--- src/rtl/teras_pkg.sv ---
// rtl/teras_pkg.sv - shared register map, status bit indices and Wishbone FSM state for teras_result_fifo
package teras_pkg;

  // Byte offsets of the Wishbone-visible registers (bits [3:2] decoded)
  localparam logic [3:0] ADDR_DATA   = 4'h0;
  localparam logic [3:0] ADDR_STATUS = 4'h4;
  localparam logic [3:0] ADDR_CTRL   = 4'h8;

  // STATUS register bit positions
  localparam int EMPTY_BIT     = 16;
  localparam int FULL_BIT      = 17;
  localparam int UNDERFLOW_BIT = 18;

  // Wishbone access FSM: one wait state, ack held for exactly one cycle
  typedef enum logic {
    IDLE = 1'b0,
    ACK  = 1'b1
  } wb_state_t;

endpackage

--- src/rtl/teras_sync_fifo.sv ---
// rtl/teras_sync_fifo.sv - synchronous FIFO with push/pop/flush, occupancy count and full/empty flags
module teras_sync_fifo #(
  parameter int DATA_W = 32,
  parameter int DEPTH  = 16,
  parameter int CNT_W  = $clog2(DEPTH) + 1
) (
  input  logic              clk,
  input  logic              rst_n,
  input  logic              push,
  input  logic [DATA_W-1:0] data,
  input  logic              pop,
  input  logic              flush,
  output logic [DATA_W-1:0] head,
  output logic [CNT_W-1:0]  count,
  output logic              full,
  output logic              empty
);

  localparam int AW = $clog2(DEPTH);

  logic [DATA_W-1:0] mem [DEPTH];
  logic [AW-1:0]     wr_ptr;
  logic [AW-1:0]     rd_ptr;
  logic              do_push;
  logic              do_pop;

  // Flush wins over both push and pop; a word pushed on a flush edge is dropped
  assign do_push = push && !full && !flush;
  assign do_pop  = pop && !empty && !flush;

  assign full  = (count == CNT_W'(DEPTH));
  assign empty = (count == '0);
  assign head  = mem[rd_ptr];

  // Storage array; contents need no reset because the pointers define validity
  always_ff @(posedge clk) begin
    if (do_push) begin
      mem[wr_ptr] <= data;
    end
  end

  // Pointers wrap naturally at DEPTH (power of two); count tracks net push/pop
  always_ff @(posedge clk or negedge rst_n) begin
    if (!rst_n) begin
      wr_ptr <= '0;
      rd_ptr <= '0;
      count  <= '0;
    end else if (flush) begin
      wr_ptr <= '0;
      rd_ptr <= '0;
      count  <= '0;
    end else begin
      if (do_push) begin
        wr_ptr <= wr_ptr + 1'b1;
      end
      if (do_pop) begin
        rd_ptr <= rd_ptr + 1'b1;
      end
      case ({do_push, do_pop})
        2'b10:   count <= count + 1'b1;
        2'b01:   count <= count - 1'b1;
        default: count <= count;
      endcase
    end
  end

endmodule

--- src/rtl/teras_result_fifo.sv ---
// rtl/teras_result_fifo.sv - result FIFO with Wishbone DATA/STATUS/CTRL port; optional level IRQ via TERAS_RESFIFO_IRQ_EN
module teras_result_fifo
  import teras_pkg::*;
#(
  parameter int DATA_W = 32,
  parameter int DEPTH  = 16,
  parameter int CNT_W  = $clog2(DEPTH) + 1
) (
  input  logic              clk,
  input  logic              rst_n,
  input  logic              rts_i,
  output logic              rtr_o,
  input  logic [DATA_W-1:0] data_i,
  input  logic              wb_cyc_i,
  input  logic              wb_stb_i,
  input  logic              wb_we_i,
  input  logic [3:0]        wb_adr_i,
  input  logic [31:0]       wb_dat_i,
  output logic              wb_ack_o,
  output logic [31:0]       wb_dat_o,
  output logic [CNT_W-1:0]  level_o,
  output logic              irq_o
);

  logic [DATA_W-1:0] head;
  logic [CNT_W-1:0]  count;
  logic              full;
  logic              empty;
  wb_state_t         state;
  logic              underflow;
  logic [3:0]        reg_off;
  logic              access;
  logic              rd_access;
  logic              wr_access;
  logic              push;
  logic              pop;
  logic              flush;
  logic              rd_underflow;
  logic              clr_underflow;
  logic [31:0]       status_word;
  logic [31:0]       rd_data;
  logic              unused_bits;

  // Accesses are only taken in IDLE, so the ACK cycle never re-triggers a pop
  assign reg_off   = {wb_adr_i[3:2], 2'b00};
  assign access    = (state == IDLE) && wb_cyc_i && wb_stb_i;
  assign rd_access = access && !wb_we_i;
  assign wr_access = access && wb_we_i;

  assign push          = rts_i && rtr_o;
  assign pop           = rd_access && (reg_off == ADDR_DATA) && !empty;
  assign rd_underflow  = rd_access && (reg_off == ADDR_DATA) && empty;
  assign clr_underflow = wr_access && (reg_off == ADDR_STATUS) && wb_dat_i[UNDERFLOW_BIT];
  assign flush         = wr_access && (reg_off == ADDR_CTRL) && wb_dat_i[0];

  assign rtr_o   = !full;
  assign level_o = count;

  teras_sync_fifo #(
    .DATA_W (DATA_W),
    .DEPTH  (DEPTH),
    .CNT_W  (CNT_W)
  ) u_fifo (
    .clk    (clk),
    .rst_n  (rst_n),
    .push   (push),
    .data   (data_i),
    .pop    (pop),
    .flush  (flush),
    .head   (head),
    .count  (count),
    .full   (full),
    .empty  (empty)
  );

  // STATUS word assembled from live FIFO state and the sticky underflow flag
  always_comb begin
    status_word                = '0;
    status_word[CNT_W-1:0]     = count;
    status_word[EMPTY_BIT]     = empty;
    status_word[FULL_BIT]      = full;
    status_word[UNDERFLOW_BIT] = underflow;
  end

`ifdef TERAS_RESFIFO_IRQ_EN
  logic [7:0] threshold;

  // Threshold is loaded by every CTRL write; IRQ follows the count one cycle later
  always_ff @(posedge clk or negedge rst_n) begin
    if (!rst_n) begin
      threshold <= '0;
      irq_o     <= 1'b0;
    end else begin
      if (wr_access && (reg_off == ADDR_CTRL)) begin
        threshold <= wb_dat_i[15:8];
      end
      irq_o <= (threshold != 8'd0) && (32'(count) >= 32'(threshold));
    end
  end

  assign unused_bits = ^{wb_adr_i[1:0], wb_dat_i[31:19], wb_dat_i[17:16], wb_dat_i[7:1]};
`else
  assign irq_o       = 1'b0;
  assign unused_bits = ^{wb_adr_i[1:0], wb_dat_i[31:19], wb_dat_i[17:1]};
`endif

  // Read-data mux; writes return 0 so wb_dat_o only carries meaningful read results
  always_comb begin
    rd_data = '0;
    if (!wb_we_i) begin
      case (reg_off)
        ADDR_DATA:   rd_data = empty ? 32'd0 : 32'(head);
        ADDR_STATUS: rd_data = status_word;
`ifdef TERAS_RESFIFO_IRQ_EN
        ADDR_CTRL:   rd_data = 32'(threshold) << 8;
`endif
        default:     rd_data = '0;
      endcase
    end
  end

  // Wishbone FSM: perform access on entry to ACK, hold ack one cycle, keep read data until next access
  always_ff @(posedge clk or negedge rst_n) begin
    if (!rst_n) begin
      state     <= IDLE;
      wb_ack_o  <= 1'b0;
      wb_dat_o  <= '0;
      underflow <= 1'b0;
    end else begin
      case (state)
        IDLE: begin
          if (access) begin
            state    <= ACK;
            wb_ack_o <= 1'b1;
            wb_dat_o <= rd_data;
            if (rd_underflow) begin
              underflow <= 1'b1;
            end else if (clr_underflow) begin
              underflow <= 1'b0;
            end
          end
        end
        ACK: begin
          state    <= IDLE;
          wb_ack_o <= 1'b0;
        end
        default: begin
          state    <= IDLE;
          wb_ack_o <= 1'b0;
        end
      endcase
    end
  end

endmodule
--- config.mk ---
export PLATFORM = sky130hd
export DESIGN_NAME = teras_result_fifo
export DESIGN_NICKNAME = d
export VERILOG_FILES = /design/src/rtl/teras_pkg.sv /design/src/rtl/teras_sync_fifo.sv /design/src/rtl/teras_result_fifo.sv
export SDC_FILE = /design/constraint.sdc
export NUM_CORES = 1
export LEC_CHECK = 0
export BUFFER_PORTS_ARGS = -buffer_cell sky130_fd_sc_hd__buf_2
export CAP_MARGIN = 20
export CORE_ASPECT_RATIO = 2
export CORE_MARGIN = 1.5
export CORE_UTILIZATION = 63
export CTS_BUF_LIST = sky130_fd_sc_hd__clkbuf_4
export DETAILED_ROUTE_END_ITERATION = 16
export GPL_ROUTABILITY_DRIVEN = 0
export PLACE_DENSITY = 0.82
export SETUP_SLACK_MARGIN = 0.15
export SYNTH_ARGS = -nofsm -noshare
export SYNTH_HDL_FRONTEND = slang
export SYNTH_SLANG_ARGS = --single-unit
--- constraint.sdc ---
create_clock -name clk -period 3.65 [get_ports clk]
set_input_delay 0.1825 -clock clk [delete_from_list [all_inputs] [get_ports clk]]
set_output_delay 0.1825 -clock clk [all_outputs]
set_load 0.01 [all_outputs]
After elaboration in Yosys (flattened, before gate mapping)

Memory sizes are Yosys's and may differ from the RTL's.
Cells that the tools add are included.

Muxes and demuxes: 17
Reduce and logical (&&, ||, !) cells: 28
Bitwise gates (word level): 1
$add $sub $neg: 4
Equal/unequal tests: 6

Operator list:

| kind                  | number |
|---|---|
| $mux W32              | 2 |
| $pmux W32 S2          | 1 |
| $logic_and A1 B1 Y1   | 16 |
| $mux W4               | 4 |
| $pmux W5 S2           | 1 |
| $add A4 B1 Y4 const B | 2 |
| $mux W1               | 6 |
| $reduce_bool A2 Y1    | 3 |
| $add A5 B1 Y5 const B | 1 |
| $eq A5 B5 Y1 const B  | 1 |
| $logic_not A5 Y1      | 1 |
| $mux W5               | 1 |
| $sub A5 B1 Y5 const B | 1 |
| $eq A2 B1 Y1 const B  | 2 |
| $eq A2 B2 Y1 const B  | 2 |
| $logic_not A1 Y1      | 4 |
| $logic_not A4 Y1      | 1 |
| $pmux W1 S2           | 2 |
| $reduce_and A3 Y1     | 1 |
| $reduce_bool A3 Y1    | 1 |
| $ne A2 B2 Y1 const B  | 1 |
| $reduce_and A2 Y1     | 1 |
| $not A1 Y1            | 1 |

Register bits after elaboration: 48
Memories kept: 1
Memory bits (writable): 512

Memory list:

| name       | words | bits a word | rd ports | clocked after Yosys merged registers in | wr ports | RTL line              | RTL |
|---|---|---|---|---|---|---|---|
| u_fifo.mem | 16    | 32          | 1        | 0                                       | 1        | teras_sync_fifo.sv:21 | `logic [DATA_W-1:0] mem [DEPTH];` |

Depth between registers and ports, before layout

Gate-level depths: netlist of the first run.

Depth after elaboration: 11
Mapped depth: 12

Hierarchy

From an unflattened synthesis of the first run, not the netlist that was laid out.

Cells, all modules: 1179
Area, all modules: 21907.3 µm²

Modules (own cells, without submodules):

| module            | instances | cells each | area each (µm²) |
|---|---|---|---|
| teras_sync_fifo   | 1         | 1069       | 20490.9 |
| teras_result_fifo | 1         | 110        | 1416.4 |

Worst setup path before layout of the first run

Ideal clock, no wire load.

Path kind: register to register
From: register u_fifo.count[1]
To: memory u_fifo.mem[12][0] (enable)
Path buffers: 1
Path slack: 684 ps
Setup time: 421 ps
Arrival: 2545 ps
Cell stages (with the launch flop): 7
Clock period less this slack: 2966 ps
Cells stage by stage: dfrtp_1 -> buf_2 -> or4_4 -> o21ai_0 -> nor2_1 -> nand3_1 -> nor2_1

Longest elaborated chain between the ends: 7

RTL lines:

| element                            | RTL line                                       | RTL |
|---|---|---|
| start, declared                    | teras_sync_fifo.sv:14                          | `output logic [CNT_W-1:0] count,` |
| start signal, assigned             | teras_sync_fifo.sv:60                          | `2'b10: count <= count + 1'b1;` |
| start signal, assigned             | teras_sync_fifo.sv:61                          | `2'b01: count <= count - 1'b1;` |
| start signal, assigned             | teras_sync_fifo.sv:62                          | `default: count <= count;` |
| $eq A5 B5 Y1 *                     | teras_sync_fifo.sv:31                          | `assign full = (count == CNT_W'(DEPTH));` |
| $logic_not A1 Y1 *                 | teras_sync_fifo.sv:28, teras_result_fifo.sv:56 |  |
| $logic_and A1 B1 Y1                | teras_result_fifo.sv:50                        | `assign push = rts_i && rtr_o;` |
| $logic_and A1 B1 Y1 * (2 in a row) | teras_sync_fifo.sv:28                          | `assign do_push = push && !full && !flush;` |
| $mux W1 *                          | teras_sync_fifo.sv:37                          | `if (do_push) begin` |
| $mux W1 (implied by the code) *    | teras_sync_fifo.sv:38                          | `mem[wr_ptr] <= data;` |
| end, declared                      | teras_sync_fifo.sv:21                          |  |

Every way passes the cells marked *; elsewhere a longest branch is shown, timed or not.

Worst setup path in the final report of the first run

From: register state
To: register u_fifo.count[3]

Longest elaborated chain between the ends: 11

RTL lines:

| element                                                        | RTL line                                         | RTL |
|---|---|---|
| start, declared                                                | teras_result_fifo.sv:29                          | `wb_state_t state;` |
| start signal, assigned                                         | teras_result_fifo.sv:125                         | `state <= IDLE;` |
| start signal, assigned                                         | teras_result_fifo.sv:133                         | `state <= ACK;` |
| start signal, assigned                                         | teras_result_fifo.sv:144                         | `state <= IDLE;` |
| $not A1 Y1 (no line) *                                         | n/a                                              |  |
| $logic_and A1 B1 Y1 * (2 in a row)                             | teras_result_fifo.sv:46                          | `assign access = (state == IDLE) && wb_cyc_i && wb_stb_i;` |
| $logic_and A1 B1 Y1 (on tied branches)                         | teras_result_fifo.sv:47, teras_result_fifo.sv:48 |  |
| $logic_and A1 B1 Y1 (on tied branches) (2 in a row)            | teras_result_fifo.sv:51, teras_result_fifo.sv:54 |  |
| $logic_and A1 B1 Y1 / $logic_not A1 Y1 (equally long branches) | teras_sync_fifo.sv:29, teras_sync_fifo.sv:28     |  |
| $logic_and A1 B1 Y1 (on tied branches)                         | teras_sync_fifo.sv:29, teras_sync_fifo.sv:28     |  |
| $eq A2 B1 Y1 / $eq A2 B2 Y1 (equally long branches)            | teras_sync_fifo.sv:59                            | `case ({do_push, do_pop})` |
| $pmux W5 S2                                                    | teras_sync_fifo.sv:59                            |  |
| $mux W5                                                        | teras_sync_fifo.sv:48                            | `end else if (flush) begin` |

Marks and branches as above.
A chain may end at the register's enable or synchronous reset.

==> results.json, run 1 <==
{
  "cp_max_fo": 26,
  "setup_ws_ps": 522,
  "seq_area_frac_synth_pct": 77.1,
  "dr.pass1.iters": 6,
  "floorplan.initialDensity_pct": 63.9,
  "arrival_ps": 3860,
  "wl_mm": 46.9,
  "rsz0062_at_grt": "no",
  "areaGrowthSynthToFinish_pct": 14.9,
  "synthArstFlopShare_pct": 8.57,
  "antenna_found_initial": 1,
  "cts_tree": "built",
  "final_antenna_net_count": 0,
  "hold_depth": 3,
  "finalCritPeriodShare_pct": 85.7,
  "drv_slew": 0,
  "fill_cells": 1821,
  "end_kind": "flip-flop",
  "ys.flop_type": "edfxtp_1",
  "setup_viol_count_final": 0,
  "peakVddDrop_uv": 389,
  "synthDistinctLibCells": 43,
  "grt_pass1_wl_mm": 68.3,
  "die_w_microns": 134,
  "fin_skew_ps": 64.1,
  "post-route-util_pct": 73.4,
  "drive_gt1_share_pct": 37.5,
  "synth_edf_count": 512,
  "place_hpwl_mm": 24.9,
  "synth_area_sq_um": 21500,
  "htreeDepth": 3,
  "yosys_warnings": 0,
  "grt_pass1_vias": 11400,
  "via_count": 10700,
  "numCtsBuffers": 111,
  "path_class": "flip-flop to flip-flop",
  "cts_buffer_depth": 3,
  "leakagePower_nw": 8.27,
  "finish.instance_area_sq_um": 24700,
  "cp-start-kind": "flip-flop",
  "row_count": 95,
  "ctsResizeCount": 0,
  "viasPerCell": 6.32,
  "status": "completed",
  "fin_crit_ps": 3130,
  "ff2ff_path_depth": 8,
  "synth-seq-cells": 560,
  "syn_area_per_cell_sq_um": 23.1,
  "cts_root_buffer": "clkbuf_4",
  "setup_tns_ps": 0,
  "preCtsSetupSlack_ps": 672,
  "grt_max_degree": 56,
  "synthesis.nets": 1011,
  "grt.total_usage_pct": 27.2,
  "worst_pin_slew_ps": 1030,
  "hold_viol": 0,
  "drt_iter0_markers": 968,
  "clkLatencyLatePin_ps": 840,
  "power_density_nw_per_um2": 629,
  "timing.fmax_mhz": 320,
  "die-area_sq_um": 35300,
  "io_buffers": 80,
  "fp.dieH_microns": 264,
  "ioPinCount": 114,
  "clkSinkCount": 560,
  "hold_class": "primary input to flip-flop",
  "drv_cap": 0,
  "drc": 0,
  "avgRoutedWirePerCell_microns": 27.8,
  "overflow": 0,
  "crit_required_ps": 4380,
  "dpl-instance-area_sq_um": 22700,
  "relSlewSlack_pct": 31.2,
  "syn-instance-count": 930,
  "core_area_sq_um": 33600,
  "path_clk_slew_ps": 80,
  "nets": 1234
}
==> worst max-delay path: stages (launching register included) <==
cell and delay, ps:
dfrtp_1 370, nand3b_1 170, dlygate4sd3_1 620, inv_1 160, o211a_1 860, nor2_1 110
a211oi_2 440, nor2_1 70, a211oi_1 230
==> per-stage QoR <==
step	cells	hold slack, ps	power, mW
2_1_floorplan	930	-113	10.1
3_3_place_gp	1428	353	11.0
3_5_place_dp	1429	354	11.1
4_1_cts	1682	122	15.6
5_1_grt	1685	205	16.1
6_report	1687	179	15.5
==> Yosys cell counts (all sizes together), types with 3 or more instances <==
cell	number	area (sq um)
edfxtp	512	15400
mux4	160	3620
dfrtp	48	1200
buf	31	199
nor2	25	93.8
a22o	24	210
clkbuf	18	67.6
nand2	17	63.8
inv	15	56.3
and2	12	75.1
o21ai	9	45.0
ha	7	87.6
xor2	7	61.3
a222oi	6	60.1
a21oi	5	25.0
nor4	4	31.3
a31oi	3	18.8
nand3	3	15.0
nor3	3	15.0
==> final timing paths <==
kind,from,endpoint,slack (ps)
worst min-delay path,wb_we_i,wb_dat_o[17],180
worst max-delay path,state,u_fifo.count[3],520
worst max register to register,state,u_fifo.count[3],520
max in group asynchronous,rst_n,u_fifo.rd_ptr[0],1540
worst min register to register,state,wb_ack_o,460
min in group asynchronous,rst_n,wb_dat_o[24],470
==> final cells by class <==
cell class                 instances  area [sq um]  area share (%)
timing repair buffer             159          1410            5.70
clock buffer                     160          1200            4.86
inverter                          15          56.3           0.228
clock inverter                    48           255            1.03
multi-input combinational        306          4640            18.8
tap                              436           546            2.21
antenna                            3          7.51          0.0304
sequential                       560         16600            67.2
==> placed cells by master, fill, tap and decap left out, types with 12 or more instances in the layout <==
cell / netlist / layout
dlygate4sd3_1: 0 / 45
clkbuf_4: 0 / 160
mux4_2: 156 / 156
and2_2: 0 / 12
buf_2: 6 / 80
clkinv_1: 0 / 34
nand2_1: 17 / 17
inv_1: 15 / 15
a22o_1: 24 / 24
buf_12: 0 / 24
dfrtp_1: 48 / 44
edfxtp_1: 512 / 512
nor2_1: 25 / 21
==> sequential cells by signal (all words and copies together) (netlist names) <==
register / cells
u_fifo.count: 5
u_fifo.rd_ptr: 4
state: 1
wb_dat_o: 32
wb_ack_o: 1
u_fifo.mem: 512
u_fifo.wr_ptr: 4
underflow: 1
==> where the power goes <==
group	internal, mW	switching, mW
Clock	2.18	2.32
Sequential	7.65	0.339
Combinational	1.53	1.53
Total	11.4	4.19
==> metal layers <==
| metal | up-vias | GRT usage [%] | wire length (microns) |
|---|---|---|---|
| met2 | 520 | 47.2 | 25700 |
| met3 | 96 | 4.64 | 3060 |
| met5 | - | 0 | 0 |
| li1 | 4484 | - | - |
| met4 | 0 | 13.4 | 1620 |
| met1 | 5556 | 33.2 | 16500 |
==> what timing repair did <==
action | in CTS | in global routing
setup endpoints to repair | 0 | 0
setup buffers | 0 | 0
endpoints found under the hold margin | 564 | 0
hold buffers | 45 | 0
==> cell families after synthesis <==
family | count (synthesis) | share of synthesized area [%]
mux | 161 | 16.9
simple gates | 73 | 1.69
other cells | 1 | 0.0175
fa+ha+maj | 7 | 0.408
buf+inv | 64 | 1.50
flops | 560 | 77.1
xor+xnor | 9 | 0.367
compound gates | 55 | 2.00
No activity file was read; power rests on OpenSTA's default activity.
==> run 2: changes to the inputs <==
Settings changed: CORE_UTILIZATION 63 to 55, PLACE_DENSITY 0.82 to 0.73.
==> run 2 against run 1 <==
Against the previous run: sequential share of layout area fell by 0.22 points; combinational power down 4%; sequential cell count unchanged; clock skew rose by 6.9 ps; count of clock-buffer cells in the layout up 14; register-to-register slack lost 140 ps; core utilization is 9.3 points lower; non-clock buffer count fell by 2; first-iteration DRC count shrank 14%; critical path type unchanged; critical endpoint is now u_fifo.count[4].
==> results.json, run 2 (same netlist as run 1, synthesis figures left out) <==
{
  "hold_class": "primary input to flip-flop",
  "areaGrowthSynthToFinish_pct": 15.3,
  "io_buffers": 80,
  "arrival_ps": 4000,
  "fill_cells": 2571,
  "ioPinCount": 114,
  "final_cell_mix": "edfxtp_1 (512), clkbuf_4 (174), mux4_2 (156)",
  "crit_required_ps": 4390,
  "seq_area_sq_um": 16600,
  "path_class": "flip-flop to flip-flop",
  "grt_pass1_wl_mm": 66.6,
  "drt_iter0_markers": 834,
  "antenna_found_initial": 1,
  "fin_crit_ps": 3270,
  "multi_input_area_sq_um": 4640,
  "final_antenna_net_count": 0,
  "grt.total_usage_pct": 23.2,
  "dr.pass1.iters": 5,
  "cp.buffers_inverters": 2,
  "rsz0062_at_grt": "no",
  "grt_max_degree": 56,
  "drive_gt1_share_pct": 38.3,
  "drc": 0,
  "status": "completed",
  "via_count": 10500,
  "overflow": 0,
  "clkLatencyLatePin_ps": 830,
  "dp_cells": 1513,
  "place_hpwl_mm": 23.8,
  "cts_tree": "built",
  "nets": 1235,
  "post-route-util_pct": 64.1,
  "setup_viol_count_final": 0,
  "largest-register": "u_fifo.mem",
  "hold_viol": 0,
  "drv_slew": 0,
  "die-area_sq_um": 40300,
  "critPathSlowestCell": "dlygate4sd3_1",
  "viasPerCell": 5.90,
  "htreeDepth": 3,
  "core_area_sq_um": 38700,
  "numCtsBuffers": 114,
  "path_clk_slew_ps": 80,
  "hold_slack_ps": 72.2,
  "end_kind": "flip-flop",
  "drv_cap": 0,
  "post_cts_buffers": 0,
  "clkSinkCount": 560,
  "cp_max_fo": 4,
  "cts_buffer_depth": 3,
  "row_count": 102,
  "wl_mm": 44.1,
  "fin_skew_ps": 71.0,
  "leakagePower_nw": 8.31,
  "worst_pin_slew_ps": 1030,
  "largest_reg_flops": 512,
  "reg_top3": "u_fifo.mem (512), wb_dat_o (32), u_fifo.count (5)",
  "layout_commonest_cell": "edfxtp_1",
  "cts_root_buffer": "clkbuf_4",
  "floorplan.initialDensity_pct": 55.6,
  "die_w_microns": 143,
  "setup_tns_ps": 0,
  "timing.fmax_mhz": 306,
  "power_density_nw_per_um2": 629,
  "finalCritPeriodShare_pct": 89.5,
  "cp-start-kind": "flip-flop",
  "worstPathCellList": "nand3b_1 > inv_1 > dlygate4sd3_1 > o211ai_1 > nor2_2 > xor2_1 > ha_1 > or3_1 > a21oi_1 > nand3_1 > o21ai_1 > o21ai_0 > a31oi_1",
  "cp_slowest_stage_delay_ps": 630,
  "peakVddDrop_uv": 263,
  "avgRoutedWirePerCell_microns": 24.8,
  "stdcell_count": 1776,
  "fp.dieH_microns": 283,
  "relSlewSlack_pct": 31.4,
  "grt_pass1_vias": 11200,
  "crit_family": "compound AO/OA/AOI/OAI gates"
}
==> run 2: changes by cell type in the layout (fill, tap and decap cells not counted), sizes merged, moves of 2 or more <==
cell	previous run	this run
clkbuf	160	174
clkinv	43	38
buf	114	112
clkinvlp	3	1
diode	3	1
==> run 2: path summary, 6_finish.rpt <==
path                            slack, ps  depth (start not counted)     start               end
worst max-delay path                  380                         13     state   u_fifo.count[4]
worst min-delay path                   70                          4  wb_cyc_i          wb_ack_o
worst max register to register        380                         13     state   u_fifo.count[4]
worst min register to register        460                          1     state          wb_ack_o
max in group asynchronous            1460                          4     rst_n  u_fifo.rd_ptr[0]
min in group asynchronous             460                          3     rst_n      wb_dat_o[22]
==> run 2: cell type report <==
cell class / instances / area share (%)
diodes: 1 / 0.0101
clock buffers: 174 / 5.27
clock inverters: 43 / 1.03
inverters: 15 / 0.227
multi-input cells: 306 / 18.7
flip-flops and latches: 560 / 66.9
well taps: 520 / 2.63
repair buffers: 157 / 5.16
==> run 2: layer usage <==
layer  part of all wire (%)  global-route usage (%)  vias to the layer above
li1                       -                       -                     4484
met1                     38                    29.0                     5522
met2                     54                    40.0                      390
met3                    5.5                    4.47                       83
met4                    2.7                    9.49                        0
met5                      0                       0                        -
==> run 2: power breakdown <==
group / internal, mW / switching (mW) / leakage [nW]
combinational: 1.47 / 1.47 / 2.13
clock: 2.40 / 2.26 / 0.928
sequential: 7.65 / 0.334 / 5.25
total: 11.5 / 4.06 / 8.31
==> run 2: what timing repair did <==
action                                 4_1_cts  5_1_grt
setup endpoints to repair                    0        1
hold buffers                                45        0
gates resized for setup                      0        2
endpoints found under the hold margin      566        0
==> run 2: worst min-delay path, stage by stage <==
cell and delay [ps]:
buf_2 80, nand3b_1 100, buf_4 330, o21ai_0 140
==> run 2: per-stage QoR <==
| step | setup WS, ps | cell area, sq um | total power, mW |
|---|---|---|---|
| 5_1_grt | 142 | 24800 | 16.3 |
| 3_3_place_gp | 617 | 22800 | 11.0 |
| 3_5_place_dp | 506 | 22800 | 11.1 |
| 4_1_cts | 402 | 24800 | 15.7 |
| 6_report | 385 | 24800 | 15.6 |
| 2_1_floorplan | 684 | 21500 | 10.1 |
==> run 3: changes to the inputs <==
Settings changed: ABC_AREA set to 1, GPL_ROUTABILITY_DRIVEN 0 to not set.
==> run 3 against run 2 <==
Against the previous run: synthesized cell count is 88% higher; clock power fell by 6.7%; clock skew up 9.8 ps; final area rose by 1.6%; final cell count increased by 44%; global-route usage grew 4.3 points; critical endpoint is now wb_dat_o[16]; largest cell class unchanged; largest power group unchanged.
==> results.json, run 3 <==
{
  "reg_top3": "u_fifo.mem (512), wb_dat_o (32), u_fifo.count (5)",
  "pwr-share-clk_pct": 25.4,
  "power_mw": 17.1,
  "setup_ws_ps": 530,
  "syn-instance-count": 1747,
  "synth_common_cells": "edfxtp_1 (512), nand2_1 (271), nor2_1 (192), o21ai_0 (150), nand3_1 (81)",
  "areaGrowthSynthToFinish_pct": 12.7,
  "final_cell_mix": "edfxtp_1 (512), nand2_1 (271), nor2_1 (188)",
  "swShare_pct": 35.1,
  "numCtsBuffers": 110,
  "hold_viol": 0,
  "cts_buffer_depth": 3,
  "ioPinCount": 114,
  "synthTopCellsByArea": "edfxtp_1 (69%), dfrtp_1 (5.4%), nand2_1 (4.6%)",
  "yosys_warnings": 0,
  "peakVddDrop_uv": 362,
  "drt_iter0_markers": 1319,
  "relSlewSlack_pct": 37.7,
  "min_from": "wb_stb_i",
  "cp-start-kind": "flip-flop",
  "ys.flop_type": "edfxtp_1",
  "p_comb_share_pct": 27.9,
  "io_buffers": 80,
  "largest-register": "u_fifo.mem",
  "hold_class": "primary input to flip-flop",
  "setup_viol_count_final": 0,
  "viasPerCell": 5.92,
  "post-route-util_pct": 62.8,
  "drive_gt1_share_pct": 16.4,
  "r2r-start": "u_fifo.rd_ptr[0]",
  "row_count": 104,
  "htreeDepth": 3,
  "cp_max_fo": 89,
  "die_w_microns": 145,
  "clkSinkCount": 560,
  "switchingPower_mw": 6.01,
  "synth.largest_area_cell": "edfxtp_1",
  "synthArstFlopShare_pct": 8.57,
  "cts_tree": "built",
  "dr_wl_met3_mm": 3.52,
  "arrival_ps": 3920,
  "r2r-end": "wb_dat_o[16]",
  "finalCritPeriodShare_pct": 85.5,
  "fin_crit_ps": 3120,
  "synth-seq-cells": 560,
  "crit_required_ps": 4450,
  "nets": 2006,
  "end_kind": "flip-flop",
  "path_clk_slew_ps": 80,
  "power_density_nw_per_um2": 681,
  "synthesis.nets": 1828,
  "post_cts_buffers": 0,
  "rsz0062_at_grt": "no",
  "overflow": 0,
  "seq_area_frac_synth_pct": 74.2,
  "layout_commonest_cell": "edfxtp_1",
  "avgRoutedWirePerCell_microns": 22.2,
  "dr.pass1.iters": 7,
  "core_area_sq_um": 40100,
  "syn_area_per_cell_sq_um": 12.8,
  "drv_slew": 0,
  "clkLatencyLatePin_ps": 870,
  "drt-met1-wl_mm": 19.0,
  "ctsResizeCount": 0,
  "hold_depth": 4,
  "path_class": "flip-flop to flip-flop",
  "timing.fmax_mhz": 320,
  "wl_mm": 56.6,
  "yosys.area.top_type_share_pct": 68.9,
  "power_frac_seq_pct": 46.7,
  "place_hpwl_mm": 31.4,
  "grt_pass1_vias": 15300,
  "grt_pass1_wl_mm": 86.1,
  "leakagePower_nw": 9.12,
  "floorplan.initialDensity_pct": 55.7,
  "drv_cap": 0,
  "ff2ff_path_depth": 11,
  "die-area_sq_um": 41900,
  "worst_pin_slew_ps": 929,
  "top_layer_used": "met4",
  "drc": 0,
  "synth_area_sq_um": 22300,
  "grt_max_degree": 90,
  "preCtsSetupSlack_ps": 1000,
  "r2r_slack_ps": 530,
  "via_count": 15100,
  "hold_path_end": "state",
  "cts_root_buffer": "clkbuf_4",
  "dpl-instance-area_sq_um": 23300,
  "fin_skew_ps": 80.8,
  "fp.dieH_microns": 288,
  "status": "completed",
  "largest_reg_flops": 512,
  "finish.instance_area_sq_um": 25200,
  "final_antenna_net_count": 0,
  "yosysMostFrequentCell": "edfxtp_1",
  "gp_congestion": 0.828,
  "grt.total_usage_pct": 27.5,
  "intPower_mw": 11.1,
  "synthDistinctLibCells": 40,
  "antenna_found_initial": 2,
  "synth_edf_count": 512,
  "wl_met2_mm": 30.3
}
-- run 3: changes by cell type after synthesis, moves of 73 or more --
cell     change
a21oi_1     +73
o21ai_0    +141
nand2_1    +254
nor2_1     +167
nand3_1     +78
o21ai_1     +80
mux4_2     -156
-- run 3: what timing repair did --
action / CTS / global route
setup endpoints to repair: 0 / 0
hold buffers: 49 / 0
endpoints found under the hold margin: 562 / 0
-- run 3: cell type report --
| class | instances | area (sq um) |
|---|---|---|
| timing repair buffer | 172 | 1270 |
| tap | 530 | 663 |
| multi-input combinational | 1005 | 4950 |
| fill | 3068 | 14900 |
| clock buffer | 150 | 1130 |
| antenna | 2 | 5.00 |
| sequential | 560 | 16600 |
| clock inverter | 55 | 269 |
| inverter | 76 | 290 |
-- run 3: how the worst max path moves through the flow --
stage	end	depth (start not counted)	startpoint
after global placement	u_fifo.mem[8][24]	7	u_fifo.count[0]
after floorplan	u_fifo.mem[5][0]	7	u_fifo.count[0]
after CTS	wb_dat_o[16]	11	u_fifo.rd_ptr[0]
after detailed placement	u_fifo.mem[8][26]	7	u_fifo.count[0]
after global routing	wb_dat_o[16]	11	u_fifo.rd_ptr[0]
final	wb_dat_o[16]	11	u_fifo.rd_ptr[0]
-- run 3: power by group through the flow --
stage | Clock [mW] | Combinational [mW] | Sequential, mW
after floorplan | 0 | 3.39 | 8.01
after global placement | 0 | 4.51 | 8.10
after detailed placement | 0 | 4.69 | 8.13
after CTS | 4.43 | 4.78 | 7.99
after global routing | 4.73 | 5.29 | 8.04
final | 4.35 | 4.78 | 7.99
-- run 3: cells by family (layout without fill, tap and decap cells) --
group	count (synthesis)	after routing	synth area share, %
AOI/OAI and AO/OA	406	406	10.4
xor gates and xnor gates	1	1	0.0392
adders and majority gates	7	7	0.392
buffers and inverters	182	453	3.96
DFF	560	560	74.2
other	1	3	0.0168
and+or+nand+nor	590	590	11.0
-- run 3: worst max-delay path: stages, from the launching register on --
cell and delay [ps]:
dfrtp_4 640, inv_6 550, buf_4 510, o21ai_0 140, o22ai_1 150, nand2_1 80
nand3_1 80, nand3_1 130, nand2_1 100, nand2_1 50, dlygate4sd3_1 560, nand2_1 60
-- run 3: layer usage --
metal  global-route usage [%]  up-vias
met5                        0        -
met4                     19.2        0
met3                     4.58      209
met2                     49.8      722
met1                     29.1     7379
li1                         -     6786
-- run 3: stage by stage --
stage	hold slack [ps]	std cells	setup TNS [ps]
floorplan	-113	1747	-40770
global placement	298	2294	0
detailed placement	303	2294	0
CTS	136	2548	0
global route	223	2550	0
finish	204	2550	0
